[config.mk]
export PLATFORM = sky130hd
export DESIGN_NAME = ohm_div_mc
export DESIGN_NICKNAME = d
export VERILOG_FILES = /design/src/rtl/ohm_div_mc.sv
export SDC_FILE = /design/constraint.sdc
export NUM_CORES = 1
export LEC_CHECK = 0
export ABC_AREA = 1
export BUFFER_PORTS_ARGS = -buffer_cell sky130_fd_sc_hd__clkbuf_2
export CORE_MARGIN = 2
export CORE_UTILIZATION = 60
export DETAILED_ROUTE_END_ITERATION = 8
export PLACE_DENSITY_LB_ADDON = 0.15
export SETUP_SLACK_MARGIN = 0.5
export SLEW_MARGIN = 40
export SYNTH_ARGS = -nofsm -noshare
export SYNTH_HDL_FRONTEND = slang
export SYNTH_SLANG_ARGS = --single-unit
[constraint.sdc]
create_clock -name clk -period 12.2 [get_ports clk]
set_input_delay 0.61 -clock clk [delete_from_list [all_inputs] [get_ports clk]]
set_output_delay 0.61 -clock clk [all_outputs]
set_load 0.005 [all_outputs]
[src/rtl/ohm_div_mc.sv]
// ohm_div_mc: multi-channel igniter resistance divider.
// Computes R = V*SCALE / (I*1024) with an iterative restoring divider
// that retires RADIX_LOG2 quotient bits per cycle. Results use ADC format
// (6.5 fixed-point ohms, inverted magnitude), and the last result is held
// per channel.
// Build option: define OHM_DIV_AVG_EN to add a per-channel IIR smoother
// (adds one cycle of latency).
//
// state | meaning
// IDLE  | ready; a sample is accepted on valid_in
// LOAD  | form V*SCALE dividend and the I, 2I, 3I multiples
// DIV   | retire RADIX_LOG2 quotient bits per cycle, ITER cycles
// FILT  | apply the per-channel filter (OHM_DIV_AVG_EN builds only)
// OUT   | result strobe cycle
module ohm_div_mc #(
  parameter int CHANNELS   = 2,
  parameter int SCALE      = 42089,
  parameter int I_MIN      = 32,
  parameter int RADIX_LOG2 = 2,
  localparam int CW        = (CHANNELS > 1) ? $clog2(CHANNELS) : 1
) (
  input  logic                   clk,
  input  logic                   reset,
  input  logic                   valid_in,
  output logic                   in_ready,
  input  logic [CW-1:0]          ch_in,
  input  logic [11:0]            v_in,
  input  logic [11:0]            i_in,
  output logic                   valid_out,
  output logic [CW-1:0]          ch_out,
  output logic [11:0]            r_out,
  output logic                   lowi_out,
  output logic                   ovf_out,
  output logic [12*CHANNELS-1:0] r_hold
);
  localparam int ITER = 30 / RADIX_LOG2;
  localparam int RW   = 14;
  localparam logic [26:0] SCALE_W = 27'(SCALE);

  typedef enum logic [2:0] {IDLE, LOAD, DIV, FILT, OUT} state_t;
  state_t state;

  logic [CW-1:0] ch_q;
  logic [10:0]   v_q, i_q;
  logic          lowi_q;
  logic [29:0]   num, q, q_nx;
  logic [RW-1:0] rem, rem_sh, rem_nx, m1, m2, m3;
  logic [1:0]    digit;
  logic [4:0]    cnt;
  logic [10:0]   v_mag, i_raw, i_mag;
  logic [21:0]   r_full;
  logic [10:0]   val_c;
  logic          ovf_c;
  logic          ch_ok;
  logic          publish;
  logic [10:0]   pub_val;
  logic          pub_lowi, pub_ovf;

  assign in_ready = (state == IDLE);
  assign ch_ok    = (int'(ch_q) < CHANNELS);

  // Decode ADC-format inputs; negative V clamps to 0, non-positive I to 1
  always_comb begin
    v_mag = v_in[11] ? 11'd0 : (v_in[10:0] ^ 11'h7FF);
    i_raw = i_in[10:0] ^ 11'h7FF;
    i_mag = (i_in[11] || (i_raw == 11'd0)) ? 11'd1 : i_raw;
  end

  // One restoring-divider step: pick the largest multiple of I that fits
  always_comb begin
    rem_sh = (rem << RADIX_LOG2) | RW'(num[29 -: RADIX_LOG2]);
    rem_nx = rem_sh;
    digit  = 2'd0;
    if (RADIX_LOG2 == 2) begin
      if (rem_sh >= m3) begin
        digit  = 2'd3;
        rem_nx = rem_sh - m3;
      end else if (rem_sh >= m2) begin
        digit  = 2'd2;
        rem_nx = rem_sh - m2;
      end else if (rem_sh >= m1) begin
        digit  = 2'd1;
        rem_nx = rem_sh - m1;
      end
    end else if (rem_sh >= m1) begin
      digit  = 2'd1;
      rem_nx = rem_sh - m1;
    end
    q_nx = (q << RADIX_LOG2) | 30'(digit);
  end

  // Final value from the completed quotient: saturate, then low-current override
  always_comb begin
    r_full = 22'(q_nx >> 8);
    ovf_c  = |r_full[21:11];
    val_c  = ovf_c ? 11'h7FF : r_full[10:0];
    if (lowi_q) begin
      val_c = 11'd0;
      ovf_c = 1'b0;
    end
  end

`ifdef OHM_DIV_AVG_EN
  logic [10:0]        val_q;
  logic               lowi_r, ovf_r;
  logic signed [12:0] f_st [CHANNELS];
  logic [CHANNELS-1:0] loaded;
  logic signed [12:0] f_cur, r_s, f_diff, f_new;
  logic               use_filt;

  // Filter arithmetic and choice between filtered and raw value
  always_comb begin
    f_cur    = f_st[ch_q];
    r_s      = $signed({2'b00, val_q});
    f_diff   = r_s - f_cur;
    f_new    = f_cur + (f_diff >>> 2);
    use_filt = ch_ok && !lowi_r && !ovf_r && loaded[ch_q];
    publish  = (state == FILT);
    pub_val  = use_filt ? f_new[10:0] : val_q;
    pub_lowi = lowi_r;
    pub_ovf  = ovf_r;
  end

  // Capture the raw result and update per-channel filter state
  always_ff @(posedge clk) begin
    if (reset) begin
      val_q  <= '0;
      lowi_r <= 1'b0;
      ovf_r  <= 1'b0;
      loaded <= '0;
      for (int k = 0; k < CHANNELS; k++) f_st[k] <= '0;
    end else begin
      if ((state == DIV) && (cnt == 5'd0)) begin
        val_q  <= val_c;
        lowi_r <= lowi_q;
        ovf_r  <= ovf_c;
      end
      if ((state == FILT) && ch_ok) begin
        if (lowi_r || ovf_r) begin
          loaded[ch_q] <= 1'b0;
        end else begin
          f_st[ch_q]   <= use_filt ? f_new : r_s;
          loaded[ch_q] <= 1'b1;
        end
      end
    end
  end
`else
  // Raw result is published directly at the end of the division
  always_comb begin
    publish  = (state == DIV) && (cnt == 5'd0);
    pub_val  = val_c;
    pub_lowi = lowi_q;
    pub_ovf  = ovf_c;
  end
`endif

  // Sequencer, divider datapath and registered result outputs
  always_ff @(posedge clk) begin
    if (reset) begin
      state     <= IDLE;
      valid_out <= 1'b0;
      ch_out    <= '0;
      r_out     <= 12'h7FF;
      lowi_out  <= 1'b0;
      ovf_out   <= 1'b0;
      r_hold    <= {CHANNELS{12'h7FF}};
      ch_q      <= '0;
      v_q       <= '0;
      i_q       <= 11'd1;
      lowi_q    <= 1'b0;
      num       <= '0;
      q         <= '0;
      rem       <= '0;
      m1        <= '0;
      m2        <= '0;
      m3        <= '0;
      cnt       <= '0;
    end else begin
      valid_out <= 1'b0;
      case (state)
        IDLE: begin
          if (valid_in) begin
            ch_q   <= ch_in;
            v_q    <= v_mag;
            i_q    <= i_mag;
            lowi_q <= (int'(i_mag) <= I_MIN);
            state  <= LOAD;
          end
        end
        LOAD: begin
          num   <= {27'(v_q) * SCALE_W, 3'b000};
          rem   <= '0;
          q     <= '0;
          m1    <= RW'(i_q);
          m2    <= RW'(i_q) << 1;
          m3    <= RW'(i_q) + (RW'(i_q) << 1);
          cnt   <= 5'(ITER - 1);
          state <= DIV;
        end
        DIV: begin
          rem <= rem_nx;
          q   <= q_nx;
          num <= num << RADIX_LOG2;
          if (cnt == 5'd0) begin
`ifdef OHM_DIV_AVG_EN
            state <= FILT;
`else
            state <= OUT;
`endif
          end else begin
            cnt <= cnt - 5'd1;
          end
        end
        FILT:    state <= OUT;
        OUT:     state <= IDLE;
        default: state <= IDLE;
      endcase
      if (publish) begin
        valid_out <= 1'b1;
        ch_out    <= ch_q;
        r_out     <= {1'b0, pub_val ^ 11'h7FF};
        lowi_out  <= pub_lowi;
        ovf_out   <= pub_ovf;
        if (ch_ok) r_hold[12*int'(ch_q) +: 12] <= {1'b0, pub_val ^ 11'h7FF};
      end
    end
  end

endmodule

== Word level (Yosys, flattened, before mapping) ==
Cells that the tools add are included.

* Shifts and indexed selects: 2
* Bitwise logic cells: 5
* Order comparisons: 4
* Reduce and logical (&&, ||, !) cells: 10
* Add/sub/neg operators: 6
* $mul: 2
* Mux-type cells: 21
* Eq/ne operators: 6

{| class="wikitable"
|+ Operator list
! kind !! count
|-
| 30-bit case mux with 2 select lines || 1
|-
| 28-bit case mux with 2 select lines || 1
|-
| 11-bit 2-to-1 mux || 4
|-
| 12-bit 2-to-1 mux || 3
|-
| 5-bit negation with 33-bit output || 1
|-
| 11-bit inverter || 3
|-
| 12-bit by 33-bit variable shift with 24-bit output (first input constant) || 1
|-
| 12-bit by 33-bit variable part select with 24-bit output || 1
|-
| 30-bit by 2-bit bitwise OR with 30-bit output || 1
|-
| 11-bit by 16-bit multiplier with 27-bit output (second input constant) || 1
|-
| 24-bit bitwise mux || 1
|-
| 12-bit case mux with 2 select lines || 1
|-
| 12-bit subtractor || 2
|-
| 14-bit by 11-bit greater-or-equal comparator with 1-bit output || 1
|-
| 14-bit by 12-bit greater-or-equal comparator with 1-bit output || 1
|-
| 14-bit by 13-bit greater-or-equal comparator with 1-bit output || 1
|-
| 14-bit by 2-bit bitwise OR with 14-bit output || 1
|-
| 11-bit by 12-bit adder with 13-bit output || 1
|-
| 3-bit case mux with 4 select lines || 1
|-
| 12-bit by 11-bit subtractor with 12-bit output || 1
|-
| 11-bit by 6-bit less-or-equal comparator with 1-bit output (second input constant) || 1
|-
| 11-bit logical NOT || 1
|-
| 11-bit OR reduction || 1
|-
| 5-bit case mux with 2 select lines || 1
|-
| 16 further kinds || 24
|}

* Logic and storage cells: 73
* Register bits: 165

== Logic depth before layout (Yosys ltp) ==
* Word-level depth: 12
* Gate-level depth with buffers: 20
* Gate-level depth less buffers: 20

== Worst setup path after synthesis ==
Ideal clock, no wire load.

* Path type: register to register
* Start: register v_q[9]
* End: register num[21]
* Cell stages (with the launch flop): 19
* Data arrival time: 4110 ps
* Library setup time: 70 ps
* Required time: 12130 ps
* Setup slack: 8020 ps
* Cells stage by stage: dfxtp_1 > inv_1 > ha_1 > fa_1 > inv_1 > fa_1 > fa_1 > inv_1 > fa_1 > inv_1 > ha_1 > a21oi_1 > nor2_1 > nor2_1 > o21ai_0 > a21oi_1 > xor2_1 > nand2_1 > a21oi_1

* Longest elaborated chain between the ends: 2

{| class="wikitable"
|+ Ends and longest elaborated chain
! what !! RTL line !! source
|-
| start: declaration || 44 || <nowiki>logic [10:0] v_q, i_q;</nowiki>
|-
| start signal: assignment || 185 || <nowiki>v_q <= v_mag;</nowiki>
|-
| 11-bit by 16-bit multiplier with 27-bit output || 192 || <nowiki>num <= {27'(v_q) * SCALE_W, 3'b000};</nowiki>
|-
| 30-bit case mux with 2 select lines || 181 || <nowiki>case (state)</nowiki>
|-
| end signal: assignment || 192 ||
|-
| end signal: assignment || 204 || <nowiki>num <= num << RADIX_LOG2;</nowiki>
|-
| end: declaration || 46 || <nowiki>logic [29:0] num, q, q_nx;</nowiki>
|}

No other way between the ends. The select of a mux whose other input is x is not followed.
A chain may end at the register's enable or synchronous reset.

== Final worst setup path ==
Ends and elaborated chain as after synthesis.

==> flow_summary.toml <==
[setup_path]
crit_fanout = 8
path_buf_inv = 4
cp_top_family = "adder cells"
reg2reg_from = "v_q[9]$_SDFFE_PP0P_"
critPathArrivalTime_ns = 4.84
critPathRequiredTime_ns = 12.56
path_class = "reg2reg"
crit_chain = "inv_1 -> ha_1 -> fa_1 -> inv_1 -> fa_1 -> fa_1 -> inv_1 -> fa_1 -> inv_1 -> ha_1 -> a21oi_1 -> nor2_1 -> nor2_1 -> o21ai_0 -> a21oi_1 -> xor2_1 -> nand2_1 -> a21oi_1"
r2r_end = "num[21]$_SDFFE_PP0P_"
reg2reg_slack_ns = 7.72
r2r_cells = 18
cp-end-kind = "flip-flop"
start_kind = "flip-flop"
crit_slowest_cell = "fa_1"
max_stage_delay_ns = 0.52

[power_and_ir_drop]
p_per_area_nw_per_um2 = 158
p_leak_nw = 6.27
ir_drop_uv = 115

[finish]
final_cell_count_no_fill = 1862
nNetsFinal = 1812
fill_cells = 1691
area_growth_syn_to_layout_pct = 9.11
num_antenna_cells = 0
drive_gt1_frac = 0.0835

[synthesis]
ys_seq_elements = 160
synth_edf_count = 0
async_flop_share = 0
yosysWarnings = 0
synth_area_um2 = 11400
synth_top_area_cell = "dfxtp_1"
synth_common_cells = "358 x nand2_1, 220 x inv_1, 173 x a21oi_1"
yosysMostFrequentCell = "nand2_1"
syn_avg_cell_area_um2 = 7.22
ys_types = 51
yosysSeqAreaShare = 0.280
ys.flop_type = "dfxtp_1"
syn_inst = 1582
synthTopCellsByArea = "dfxtp_1 28%, ha_1 15%, nand2_1 12%, a21oi_1 7.6%, inv_1 7.2%"
synth_top_area_share = 0.280

[floorplan]
start_util = 0.611
io_pins = 69
die-area_um2 = 20200
die_h_um = 142
row_count = 50
core_area_um2 = 18700
fp.dieW_um = 142

[clock_tree]
cts_max_path_buffers = 2
postCtsSetupRepairBufs = 0
clock-sinks = 160
cts_tree = "yes"
clk_pin_slew_ns = 0.07
root_buffer = "clkbuf_16"
numCtsBuffers = 17
cts_hold_buf = 0
cts-htree-levels = 4
clk_latency_ns = 0.44
cts_resized = 0

[placed_design]
dpl.cell_count = 1830
dp_slack_ns = 7.72
port_buffers = 66
place_congestion = 0.925
dp_hpwl_um = 20400

[hold_path]
whs_endpoint = "v_q[5]$_SDFFE_PP0P_"
hold_path.startpoint = "v_in[5]"
worst_hold_path_type = "in2reg"
holdPathStages = 2

[timing]
hold_violations = 0
slew_viol_final = 0
tightestPinTransition_ns = 0.760
fin_ws_ns = 7.72
setup_tns_ns = 0
rsz0062_at_grt = "false"
relSlewSlack = 0.492
finClkSkew_ns = 0.0154
setup_viol_count_final = 0
whs_ns = 0.356
min_period_over_period = 0.367
min_period_ns = 4.48
max_freq_mhz = 223

[global_route]
antenna_found_initial = 0
use_met1 = 0.338
grt_use_total = 0.269
met2_usage = 0.479
grt_pass1_wl_um = 44400
grt-busiest-layer = "met2"
grt-ovfl-total = 0
grt_max_degree = 63
use_met3 = 0.0387
grt_pass1_vias = 9668

[job]
drv_cap = 0

[routing]
wire_per_inst_um = 14.2
viasPerCell = 5.49
antenna_left = 0
vias = 10221
drtIter0Drc = 613
first_pass_iters = 5
drt-total-wl_um = 26500
detail_route.drc_violations = 0

[status]
status = "complete, no violations"
worst reg2reg max path, stage by stage, from the launching register on:
cell and delay, ns:
dfxtp_1 0.48, inv_1 0.09, ha_1 0.32, fa_1 0.50, inv_1 0.05, fa_1 0.47, fa_1 0.52, inv_1 0.06
fa_1 0.52, inv_1 0.04, ha_1 0.34, a21oi_1 0.18, nor2_1 0.06, nor2_1 0.12, o21ai_0 0.12, a21oi_1 0.16
xor2_1 0.17, nand2_1 0.07, a21oi_1 0.14
registers in the layout, summed over array words and instances (netlist names):
signal and cells:
cnt 5, m3 13, v_q 11, r_out 11, ch_out 1, valid_out 1, q 28, m2 10
lowi_out 1, state 3, ovf_out 1, i_q 11, lowi_q 1, r_hold 23, rem 12, num 27
ch_q 1
cell usage in the layout, fill, tap and decap left out, drive strengths merged:
master | netlist | layout
nand3 | 101 | 101
a211oi | 2 | 2
a221oi | 2 | 2
ha | 136 | 136
fa | 33 | 33
dfxtp | 160 | 160
nor2 | 76 | 76
a311oi | 1 | 1
o21bai | 5 | 5
nand3b | 7 | 7
or2 | 1 | 1
xnor2 | 14 | 14
o22ai | 8 | 8
or3 | 1 | 1
nand2 | 361 | 361
a21o | 11 | 11
o41ai | 1 | 1
xor2 | 18 | 18
a21boi | 2 | 2
inv | 229 | 235
o21ai | 95 | 95
o211ai | 3 | 3
clkinv | 0 | 9
clkbuf | 35 | 82
buf | 22 | 5
nand4 | 19 | 19
and2 | 1 | 1
nor4 | 4 | 4
conb | 1 | 2
o211a | 2 | 2
o21a | 2 | 2
o31ai | 14 | 14
a21oi | 178 | 178
a31oi | 20 | 20
nor3 | 17 | 17
per-stage QoR:
stage,power (mW),instance area (um^2),util
6_report,1.97,12500,0.666
5_1_grt,2.13,12500,0.666
4_1_cts,1.97,12500,0.666
3_5_place_dp,1.42,11800,0.633
3_3_place_gp,1.41,11800,0.633
2_1_floorplan,1.27,11400,-
area by class of cell:
cell class | instances | area, um^2 | area share
multi-input combinational | 1137 | 7110 | 0.571
sequential | 160 | 3200 | 0.257
inverter | 229 | 865 | 0.0694
clock buffer | 17 | 425 | 0.0341
timing repair buffer | 70 | 363 | 0.0291
tap | 234 | 293 | 0.0235
clock inverter | 15 | 204 | 0.0164
logic make-up (layout without fill, tap and decap cells):
logic type,Yosys count,count (layout),synth area share
and+or+nand+nor,588,588,0.222
other,1,2,0.000328
buffers and inverters,286,331,0.0974
xor gates and xnor gates,32,32,0.0245
DFF,160,160,0.280
AOI/OAI and AO/OA,346,346,0.168
adders and majority gates,169,169,0.207
per-layer routing:
metal / share of wire / routed length [um]
met5: 0 / 0
met4: 0.017 / 463
met3: 0.023 / 598
met2: 0.50 / 13300
met1: 0.46 / 12100
worst max-delay path by stage:
stage                   startpoint                    to  slack, ns  cells after the start
2_1_floorplan  v_q[9]$_SDFFE_PP0P_  num[21]$_SDFFE_PP0P_       8.02                     18
3_3_place_gp   v_q[9]$_SDFFE_PP0P_  num[21]$_SDFFE_PP0P_       7.79                     18
3_5_place_dp   v_q[9]$_SDFFE_PP0P_  num[21]$_SDFFE_PP0P_       7.72                     18
4_1_cts        v_q[9]$_SDFFE_PP0P_  num[21]$_SDFFE_PP0P_       7.71                     18
5_1_grt        v_q[9]$_SDFFE_PP0P_  num[21]$_SDFFE_PP0P_       7.44                     18
6_report       v_q[9]$_SDFFE_PP0P_  num[21]$_SDFFE_PP0P_       7.72                     18
report_power, final:
part / internal, mW / switching, mW / leakage, nW
clock: 0.281 / 0.263 / 0.302
combinational: 0.293 / 0.554 / 4.66
sequential: 0.551 / 0.0280 / 1.30
total: 1.13 / 0.845 / 6.27
No activity file was read; power rests on OpenSTA's default activity.
